### src/rtl/ccff_chain_loader_if.sv
// rtl/ccff_chain_loader_if.sv - bitstream source, chain and status signals of the chain loader
interface ccff_chain_loader_if #(
  parameter int WORD_W = 8
);
  logic              start;
  logic              abort;
  logic [WORD_W-1:0] data_in;
  logic              data_valid;
  logic              data_ready;
  logic              ccff_head;
  logic              ccff_shift_en;
  logic              ccff_tail;
  logic              busy;
  logic              done;
  logic              ok;

  modport master (
    output start, abort, data_in, data_valid, ccff_tail,
    input  data_ready, ccff_head, ccff_shift_en, busy, done, ok
  );

  modport slave (
    input  start, abort, data_in, data_valid, ccff_tail,
    output data_ready, ccff_head, ccff_shift_en, busy, done, ok
  );
endinterface

### src/rtl/ccff_chain_loader.sv
// rtl/ccff_chain_loader.sv - shifts a preamble plus CHAIN_LEN bitstream bits into a config chain
// and reports whether the preamble arrived intact at the chain tail.
module ccff_chain_loader #(
  parameter int          CHAIN_LEN = 36,
  parameter int          WORD_W    = 8,
  parameter int          PRE_LEN   = 8,
  parameter logic [31:0] PREAMBLE  = 32'h000000A5
) (
  input  logic prog_clk,
  input  logic prog_reset_n,
  ccff_chain_loader_if.slave bus
);

  localparam int TOTAL     = PRE_LEN + CHAIN_LEN;
  localparam int CNT_W     = $clog2(TOTAL + 1);
  localparam int NWORDS    = (CHAIN_LEN + WORD_W - 1) / WORD_W;
  localparam int WCNT_W    = $clog2(NWORDS + 1);
  localparam int FILL_W    = $clog2(WORD_W + 1);
  localparam int LAST_BITS = ((CHAIN_LEN - 1) % WORD_W) + 1;

  localparam logic [CNT_W-1:0]  CNT_ONE      = CNT_W'(1);
  localparam logic [CNT_W-1:0]  CNT_PRE_LAST = CNT_W'(PRE_LEN - 1);
  localparam logic [CNT_W-1:0]  CNT_LAST     = CNT_W'(TOTAL - 1);
  localparam logic [CNT_W-1:0]  CNT_CHK      = CNT_W'(CHAIN_LEN);
  localparam logic [WCNT_W-1:0] WORDS_ALL    = WCNT_W'(NWORDS);
  localparam logic [WCNT_W-1:0] WORDS_FINAL  = WCNT_W'(NWORDS - 1);
  localparam logic [WCNT_W-1:0] WCNT_ONE     = WCNT_W'(1);
  localparam logic [FILL_W-1:0] FILL_FULL    = FILL_W'(WORD_W - 1);
  localparam logic [FILL_W-1:0] FILL_LAST    = FILL_W'(LAST_BITS - 1);
  localparam logic [FILL_W-1:0] FILL_ONE     = FILL_W'(1);
  // Preamble left-aligned so bit 31 is always the next bit to send or expect.
  localparam logic [31:0]       PRE_ALIGNED  = PREAMBLE << (32 - PRE_LEN);

  typedef enum logic [1:0] {S_IDLE, S_PRE, S_LOAD, S_DONE} state_t;

  state_t              r_state,    w_state;
  logic [CNT_W-1:0]    r_cnt,      w_cnt;
  logic [WCNT_W-1:0]   r_words,    w_words;
  logic [FILL_W-1:0]   r_fill,     w_fill;
  logic [WORD_W-1:0]   r_buf,      w_buf;
  logic [31:0]         r_pre,      w_pre;
  logic [31:0]         r_chk,      w_chk;
  logic                r_head,     w_head;
  logic                r_shift_en, w_shift_en;
  logic                r_err,      w_err;
  logic                r_ok,       w_ok;
  logic                w_ready;
  logic                w_take;
  logic                w_chk_step;
  logic                w_mismatch;

  always_ff @(posedge prog_clk or negedge prog_reset_n) begin
    if (!prog_reset_n) begin
      r_state    <= S_IDLE;
      r_cnt      <= '0;
      r_words    <= '0;
      r_fill     <= '0;
      r_buf      <= '0;
      r_pre      <= '0;
      r_chk      <= '0;
      r_head     <= 1'b0;
      r_shift_en <= 1'b0;
      r_err      <= 1'b0;
      r_ok       <= 1'b0;
    end else begin
      r_state    <= w_state;
      r_cnt      <= w_cnt;
      r_words    <= w_words;
      r_fill     <= w_fill;
      r_buf      <= w_buf;
      r_pre      <= w_pre;
      r_chk      <= w_chk;
      r_head     <= w_head;
      r_shift_en <= w_shift_en;
      r_err      <= w_err;
      r_ok       <= w_ok;
    end
  end

  always_comb begin
    w_state    = r_state;
    w_cnt      = r_cnt;
    w_words    = r_words;
    w_fill     = r_fill;
    w_buf      = r_buf;
    w_pre      = r_pre;
    w_chk      = r_chk;
    w_head     = r_head;
    w_shift_en = r_shift_en;
    w_err      = r_err;
    w_ok       = r_ok;
    w_ready    = 1'b0;
    w_take     = 1'b0;

    // r_cnt counts completed shifts, so the shift in flight is r_cnt+1.
    w_chk_step = r_shift_en && (r_cnt >= CNT_CHK);
    w_mismatch = w_chk_step && (bus.ccff_tail != r_chk[31]);
    if (w_chk_step) begin
      w_chk = r_chk << 1;
      if (w_mismatch) w_err = 1'b1;
    end

    case (r_state)
      S_IDLE: begin
        if (bus.start) begin
          w_state    = S_PRE;
          w_cnt      = '0;
          w_words    = '0;
          w_fill     = '0;
          w_pre      = PRE_ALIGNED << 1;
          w_chk      = PRE_ALIGNED;
          w_head     = PRE_ALIGNED[31];
          w_shift_en = 1'b1;
          w_err      = 1'b0;
          w_ok       = 1'b0;
        end
      end
      S_PRE: begin
        w_ready = (r_cnt == CNT_PRE_LAST);
        if (bus.abort) begin
          w_state    = S_IDLE;
          w_shift_en = 1'b0;
          w_ok       = 1'b0;
        end else begin
          w_cnt = r_cnt + CNT_ONE;
          if (r_cnt == CNT_PRE_LAST) begin
            w_state    = S_LOAD;
            w_take     = bus.data_valid;
            w_shift_en = bus.data_valid;
          end else begin
            w_head = r_pre[31];
            w_pre  = r_pre << 1;
          end
        end
      end
      S_LOAD: begin
        w_ready = (r_fill == '0) && (r_words != WORDS_ALL);
        if (bus.abort) begin
          w_state    = S_IDLE;
          w_shift_en = 1'b0;
          w_ok       = 1'b0;
        end else if (r_shift_en && (r_cnt == CNT_LAST)) begin
          w_cnt      = r_cnt + CNT_ONE;
          w_state    = S_DONE;
          w_shift_en = 1'b0;
          w_ok       = ~(r_err | w_mismatch);
        end else begin
          if (r_shift_en) w_cnt = r_cnt + CNT_ONE;
          if (r_fill != '0) begin
            w_head     = r_buf[WORD_W-1];
            w_buf      = r_buf << 1;
            w_fill     = r_fill - FILL_ONE;
            w_shift_en = 1'b1;
          end else begin
            // Empty buffer: shift only if a fresh word arrives, otherwise stall.
            w_take     = bus.data_valid && w_ready;
            w_shift_en = w_take;
          end
        end
      end
      S_DONE: w_state = S_IDLE;
      default: w_state = S_IDLE;
    endcase

    if (w_take) begin
      w_head  = bus.data_in[WORD_W-1];
      w_buf   = bus.data_in << 1;
      w_fill  = (r_words == WORDS_FINAL) ? FILL_LAST : FILL_FULL;
      w_words = r_words + WCNT_ONE;
    end
  end

  assign bus.data_ready    = w_ready;
  assign bus.ccff_head     = r_head;
  assign bus.ccff_shift_en = r_shift_en;
  assign bus.busy          = (r_state == S_PRE) || (r_state == S_LOAD);
  assign bus.done          = (r_state == S_DONE);
  assign bus.ok            = r_ok;

endmodule

### src/flat_wrapper.sv
// flat-port wrapper written by rule: the top's interface ports become plain ports
module ccff_chain_loader_flat 
#(
  parameter int          CHAIN_LEN = 36,
  parameter int          WORD_W    = 8,
  parameter int          PRE_LEN   = 8,
  parameter logic [31:0] PREAMBLE  = 32'h000000A5
)
  (prog_clk, prog_reset_n, bus_start, bus_abort, bus_data_in, bus_data_valid, bus_ccff_tail, bus_data_ready, bus_ccff_head, bus_ccff_shift_en, bus_busy, bus_done, bus_ok);
  ccff_chain_loader_if #(.WORD_W(WORD_W)) bus_i ();
  input  logic prog_clk;
  input  logic prog_reset_n;
  input wire logic [$bits(bus_i.start)-1:0] bus_start;
  input wire logic [$bits(bus_i.abort)-1:0] bus_abort;
  input wire logic [$bits(bus_i.data_in)-1:0] bus_data_in;
  input wire logic [$bits(bus_i.data_valid)-1:0] bus_data_valid;
  input wire logic [$bits(bus_i.ccff_tail)-1:0] bus_ccff_tail;
  output wire logic [$bits(bus_i.data_ready)-1:0] bus_data_ready;
  output wire logic [$bits(bus_i.ccff_head)-1:0] bus_ccff_head;
  output wire logic [$bits(bus_i.ccff_shift_en)-1:0] bus_ccff_shift_en;
  output wire logic [$bits(bus_i.busy)-1:0] bus_busy;
  output wire logic [$bits(bus_i.done)-1:0] bus_done;
  output wire logic [$bits(bus_i.ok)-1:0] bus_ok;
  assign bus_i.start = bus_start;
  assign bus_i.abort = bus_abort;
  assign bus_i.data_in = bus_data_in;
  assign bus_i.data_valid = bus_data_valid;
  assign bus_i.ccff_tail = bus_ccff_tail;
  assign bus_data_ready = bus_i.data_ready;
  assign bus_ccff_head = bus_i.ccff_head;
  assign bus_ccff_shift_en = bus_i.ccff_shift_en;
  assign bus_busy = bus_i.busy;
  assign bus_done = bus_i.done;
  assign bus_ok = bus_i.ok;
  ccff_chain_loader #(.CHAIN_LEN(CHAIN_LEN), .WORD_W(WORD_W), .PRE_LEN(PRE_LEN), .PREAMBLE(PREAMBLE)) u_core (.prog_clk(prog_clk), .prog_reset_n(prog_reset_n), .bus(bus_i));
endmodule
### config.mk
export PLATFORM = sky130hd
export DESIGN_NAME = ccff_chain_loader_flat
export DESIGN_NICKNAME = d
export VERILOG_FILES = /design/src/rtl/ccff_chain_loader_if.sv /design/src/rtl/ccff_chain_loader.sv /design/src/flat_wrapper.sv
export SDC_FILE = /design/constraint.sdc
export NUM_CORES = 1
export LEC_CHECK = 0
export ABC_AREA = 1
export BUFFER_PORTS_ARGS = -buffer_cell sky130_fd_sc_hd__buf_2
export CAP_MARGIN = 0
export CORE_MARGIN = 5
export CORE_UTILIZATION = 57
export CTS_BUF_LIST = sky130_fd_sc_hd__clkbuf_8
export CTS_CLUSTER_SIZE = 25
export DETAILED_ROUTE_END_ITERATION = 10
export PLACE_DENSITY = 0.9
export SLEW_MARGIN = 15
export SYNTH_ARGS = -nofsm -noshare
export SYNTH_HDL_FRONTEND = slang
export SYNTH_SLANG_ARGS = --single-unit
### constraint.sdc
create_clock -name prog_clk -period 1.6 [get_ports prog_clk]
set_clock_uncertainty 0.2 [all_clocks]
set_input_delay 0 -clock prog_clk [delete_from_list [all_inputs] [get_ports prog_clk]]
set_output_delay 0 -clock prog_clk [all_outputs]
set_load 0.005 [all_outputs]
### After elaboration in Yosys (flattened, before gate mapping)

Cells that the tools add are included.

* register bits after elaboration: 91
* input port bits: 14
* output and inout port bits: 6
* word-level logic and storage cells: 131

* add/subtract/negate cells: 3
* magnitude comparators: 1
* eq/ne operators: 24
* multiplexer cells: 64
* bitwise logic cells: 2
* reduce and logical (&&, ||, !) cells: 26

Operators by type and width (number)
* 2-to-1 mux 32 bit: 6
* case mux 32 bit (2 select lines): 1
* 2-to-1 mux 8 bit: 5
* 2-to-1 mux 6 bit: 5
* 2-to-1 mux 1 bit: 25
* != test 3 x 2 -> 1 bit (second input constant): 7
* 2-to-1 mux 4 bit: 5
* case mux 6 bit (3 select lines): 1
* 2-to-1 mux 3 bit: 4
* AND reduction 4 bit: 3
* 2-to-1 mux 2 bit: 5
* != test 2 bit (second input constant): 5
* AND reduction 5 bit: 2
* nonzero test 2 bit: 5
* case mux 1 bit (3 select lines): 3
* case mux 2 bit (4 select lines): 1
* case mux 4 bit (2 select lines): 1
* nonzero test 4 bit: 2
* AND reduction 7 bit: 1
* adder 6 x 1 -> 6 bit (second input constant): 1
* equality test 6 x 3 -> 1 bit (second input constant): 1
* equality test 6 bit (second input constant): 1
* >= comparator 6 bit (second input constant): 1
* != test 3 x 1 -> 1 bit (second input constant): 2
* 18 further kinds: 27

### Depth between registers and ports, before layout

* word-level depth: 9
* gate-level depth with buffers: 13
* depth with buffers taken out: 13

### Least setup slack after synthesis

OpenSTA, ideal clock, no wires.

* path kind: register -> register
* start: reg u_core.r_state[0]
* end: reg u_core.r_buf[2]
* setup time: 0.125 ns
* arrival time: 1.426 ns
* required time: 1.275 ns
* slack: -0.151 ns
* stages on the path, launching flop included: 11
* buffers on the path: 1
* clock period less this slack: 1.751 ns
* cell sequence: dfrtp_1 inv_1 ha_1 inv_2 nor2_4 nand3_2 nand2_2 nand2_4 buf_6 nand3_1 nand3_1

* cells in the longest elaborated chain, start to end: 4
* elaborated cells on any way between the ends: 9
* classes of those cells: eq/ne: 4; mux: 2; reduce/logical: 3

RTL lines
* start: declaration: RTL line ccff_chain_loader.sv:36 `state_t r_state, w_state;`
* start signal: assignment: RTL line ccff_chain_loader.sv:66 `r_state <= w_state;`
* equality test 2 bit or equality test 2 x 1 -> 1 bit (tied branches): RTL line ccff_chain_loader.sv:103 `case (r_state)`
* case mux 1 bit (2 select lines): RTL line ccff_chain_loader.sv:103
* != test 2 x 1 -> 1 bit (no line) or nonzero test 2 bit (tied branches)
* AND reduction 4 bit (no line)
* end signal: assignment: RTL line ccff_chain_loader.sv:70 `r_buf <= w_buf;`
* end: declaration: RTL line ccff_chain_loader.sv:40 `logic [WORD_W-1:0] r_buf, w_buf;`

Parallel ways exist; a longest one is shown, timed or not.
A chain may end at the register's enable or synchronous reset.

### Worst setup path after layout

* start: reg u_core.r_words[1]
* end: reg u_core.r_words[1]

* cells in the longest elaborated chain, start to end: 9
* elaborated cells on any way between the ends: 12
* classes of those cells: add/sub: 1; eq/ne: 1; mux: 5; reduce/logical: 5

RTL lines
* start: declaration: RTL line ccff_chain_loader.sv:38 `logic [WCNT_W-1:0] r_words, w_words;`
* start signal: assignment: RTL line ccff_chain_loader.sv:68 `r_words <= w_words;`
* != test 3 bit: RTL line ccff_chain_loader.sv:137 `w_ready = (r_fill == '0) && (r_words != WORDS_ALL);`
* logical AND 1 bit: RTL line ccff_chain_loader.sv:137
* logical AND 1 bit: RTL line ccff_chain_loader.sv:156 `w_take = bus.data_valid && w_ready;`
* 2-to-1 mux 1 bit: RTL line ccff_chain_loader.sv:149 `if (r_fill != '0) begin`
* 2-to-1 mux 1 bit: RTL line ccff_chain_loader.sv:142 `end else if (r_shift_en && (r_cnt == CNT_LAST)) begin`
* 2-to-1 mux 1 bit: RTL line ccff_chain_loader.sv:138 `if (bus.abort) begin`
* case mux 1 bit (2 select lines): RTL line ccff_chain_loader.sv:103
* nonzero test 2 bit (no line)
* AND reduction 2 bit (no line)

Parallel ways exist; a longest one is shown, timed or not.

==> qor.txt <==
R2R Path Start = u_core.r_words[1]
vias per cell = 6.88
core footprint = 5470 µm²
Synthesized Nets = 403
first-pass GRT wire length = 16.4 mm
Synth Area in XOR/XNOR = 0.00825
number of I/O pins = 20
initial core utilization = 0.582
DRC errors left = 0
Post-Route WL = 15.7 mm
Util after Layout = 0.946
clock buffer depth = 2
Seq/Total Area, Yosys = 0.511
Final Net Count = 518
1st-iter DRT viols = 546
R2R setup slack = -620 ps
outcome = complete, but fails checks
commonest non-fill, non-tap cell in the layout = dfrtp_1
GRT Util Overall = 0.295
adder and majority gate portion of the synthesized area = 0.0393
Synth Area in Compound Gates = 0.105
setup TNS = -21980 ps
minimum clock period = 2220 ps
Worst Path Arrival = 2270 ps
WHS = -4.55 ps
Pleak = 0.00258 µW
kind of critical path = flip-flop to flip-flop
die area = 7180 µm²
fraction of layout cells with a size suffix above 1 = 0.498
post-synth design cell area = 3180 µm²
Mapped Cells = 379
peak supply drop = 0.00144 V
Hold Path Class = input pin to asynchronous set/reset pin
ant diodes = 0
total gr overflow = 0
row cnt = 27
RSZ-0062 raised after global routing = true
Syn Area/Cell = 8.40 µm²
dpl hpwl = 4.73 mm
period utilization = 1.39
largest family of logic cells by synthesized area = simple AND/OR/NAND/NOR gates
clk sinks = 65
Num CTS Buffers = 9
pin count of the biggest net entering global routing = 66
Clock transition at path regs = 90 ps
Max-slew headroom = 0.731
R2R Path End = u_core.r_words[1]
FF-to-FF path depth = 11
Ys Warns = 0
Max Cap Viol = 0
drt first pass iters = 8
worst skew pair latency = 400 ps
main area contributors after synthesis = dfrtp_1, nor2_1, nand2_1, o21ai_0, nand3_1
Layout area overhead = 62.7%
H-Tree Depth = 3
PwrDens = 1770 nW/µm²
most frequent cells in the layout = dfrtp_1, nor2_1, buf_4
chip width = 84.7 µm
initial antenna violation count = 0
final hold violation count = 6
post-synthesis mux area share = 0
port buffer count = 19
Synth cell types = 32
Die H = 84.7 µm
Crit Path Max Fanout = 6
failing checks = hold timing, setup timing
fmax = 0.450 GHz
CP startpoint kind = flip-flop
vias in the first global route = 3278
vias = 3921
CTS root buf = clkbuf_8
Simple-Gate Fraction of Synth Area = 0.265
Routed Antenna Nets = 0
Final GP Congestion = 0.984
final worst setup slack = -620 ps
# setup viols final = 68
Yosys top cell area share = 0.511
Pins Over Slew Limit = 0
crit end category = flip-flop
required time of the critical path = 1650 ps
Worst-Margin Slew = 399 ps
WL/cell = 27.6 µm
synthesized flop and latch total = 65
total power = 9160 µW
cell taking the most area after synthesis = dfrtp_1
CTS tree = built
-- cell type report --
| type | count | area [µm²] |
|---|---|---|
| clock buffers | 9 | 124 |
| clock inverters | 6 | 53.8 |
| fillers | 130 | 294 |
| inverters | 43 | 191 |
| multi-input cells | 262 | 1990 |
| flip-flops and latches | 65 | 1630 |
| well taps | 72 | 90.1 |
| repair buffers | 113 | 1100 |
-- metal layers --
| metal | up-vias | GRT usage | routed length, µm |
|---|---|---|---|
| met2 | 452 | 0.461 | 6860 |
| li1 | 1464 | - | - |
| met3 | 167 | 0.0716 | 2070 |
| met5 | - | 0 | 0 |
| met1 | 1838 | 0.374 | 5280 |
| met4 | 0 | 0.170 | 1510 |
-- sequential cells by signal, indices dropped and copies added, names as in the netlist --
name                      count
u_core.r_pre                  7
u_core.r_err                  1
u_core.bus.ccff_head          1
u_core.r_buf                  7
u_core.r_words                3
u_core.bus.ccff_shift_en      1
u_core.r_chk                 32
u_core.r_fill                 4
u_core.r_state                2
u_core.bus.ok                 1
u_core.r_cnt                  6
-- worst max-delay path by stage --
| stage | startpoint | to | depth (start not counted) |
|---|---|---|---|
| floorplan | u_core.r_state[1] | u_core.r_fill[3] | 13 |
| global placement | u_core.r_state[1] | u_core.r_fill[2] | 10 |
| detailed placement | u_core.r_state[1] | u_core.r_buf[4] | 10 |
| CTS | u_core.r_cnt[1] | bus_data_ready | 8 |
| global route | u_core.r_words[1] | u_core.r_words[1] | 11 |
| finish | u_core.r_words[1] | u_core.r_words[1] | 11 |
-- synthesized netlist by cell type, drive strengths merged --
master,number
a21oi,6
a22oi,2
a31oi,1
buf,7
clkbuf,5
dfrtp,65
ha,10
inv,43
nand2,62
nand3,41
nand3b,1
nand4,2
nor2,74
nor3,5
nor3b,1
o211ai,2
o21a,1
o21ai,41
o21bai,1
o22ai,4
o311ai,1
or2,1
xnor2,3
-- critical path, cell delays in order (launching register included) --
cell	delay, ps
dfrtp_1	380
inv_1	90
ha_1	190
nand2_1	90
nand3_2	190
nor2_2	230
nand3_4	130
nand2_8	120
buf_12	150
nand2_8	80
nand2_2	110
o21ai_1	100
-- stage by stage --
stage / cells / setup slack, ps / area (µm²)
finish: 570 / -620 / 5180
global route: 570 / -599 / 5180
CTS: 548 / -243 / 4410
detailed placement: 507 / -287 / 3750
global placement: 507 / -237 / 3750
floorplan: 379 / -102 / 3230
-- power breakdown --
part | total (µW) | leakage [µW] | switching [µW] | internal (µW)
Clock | 1440 | 0.0000989 | 744 | 692
Sequential | 2190 | 0.000859 | 254 | 1940
Combinational | 5530 | 0.00163 | 3190 | 2350
-- timing repair --
| action | in CTS | in global routing |
|---|---|---|
| hold endpoints to repair | 79 | 0 |
| setup buffers | 8 | 18 |
| setup endpoints to repair | 39 | 67 |
| gates resized for setup | 55 | 155 |
| hold buffers | 12 | 0 |
| gates cloned | 6 | 5 |
| pin swaps | 14 | 26 |
-- cell families after synthesis --
kind of cell    Yosys count
simple gates            187
flops                    65
compound gates           59
buf+inv                  55
fa+ha+maj                10
xor+xnor                  3
(Power assumes the default switching activity.)
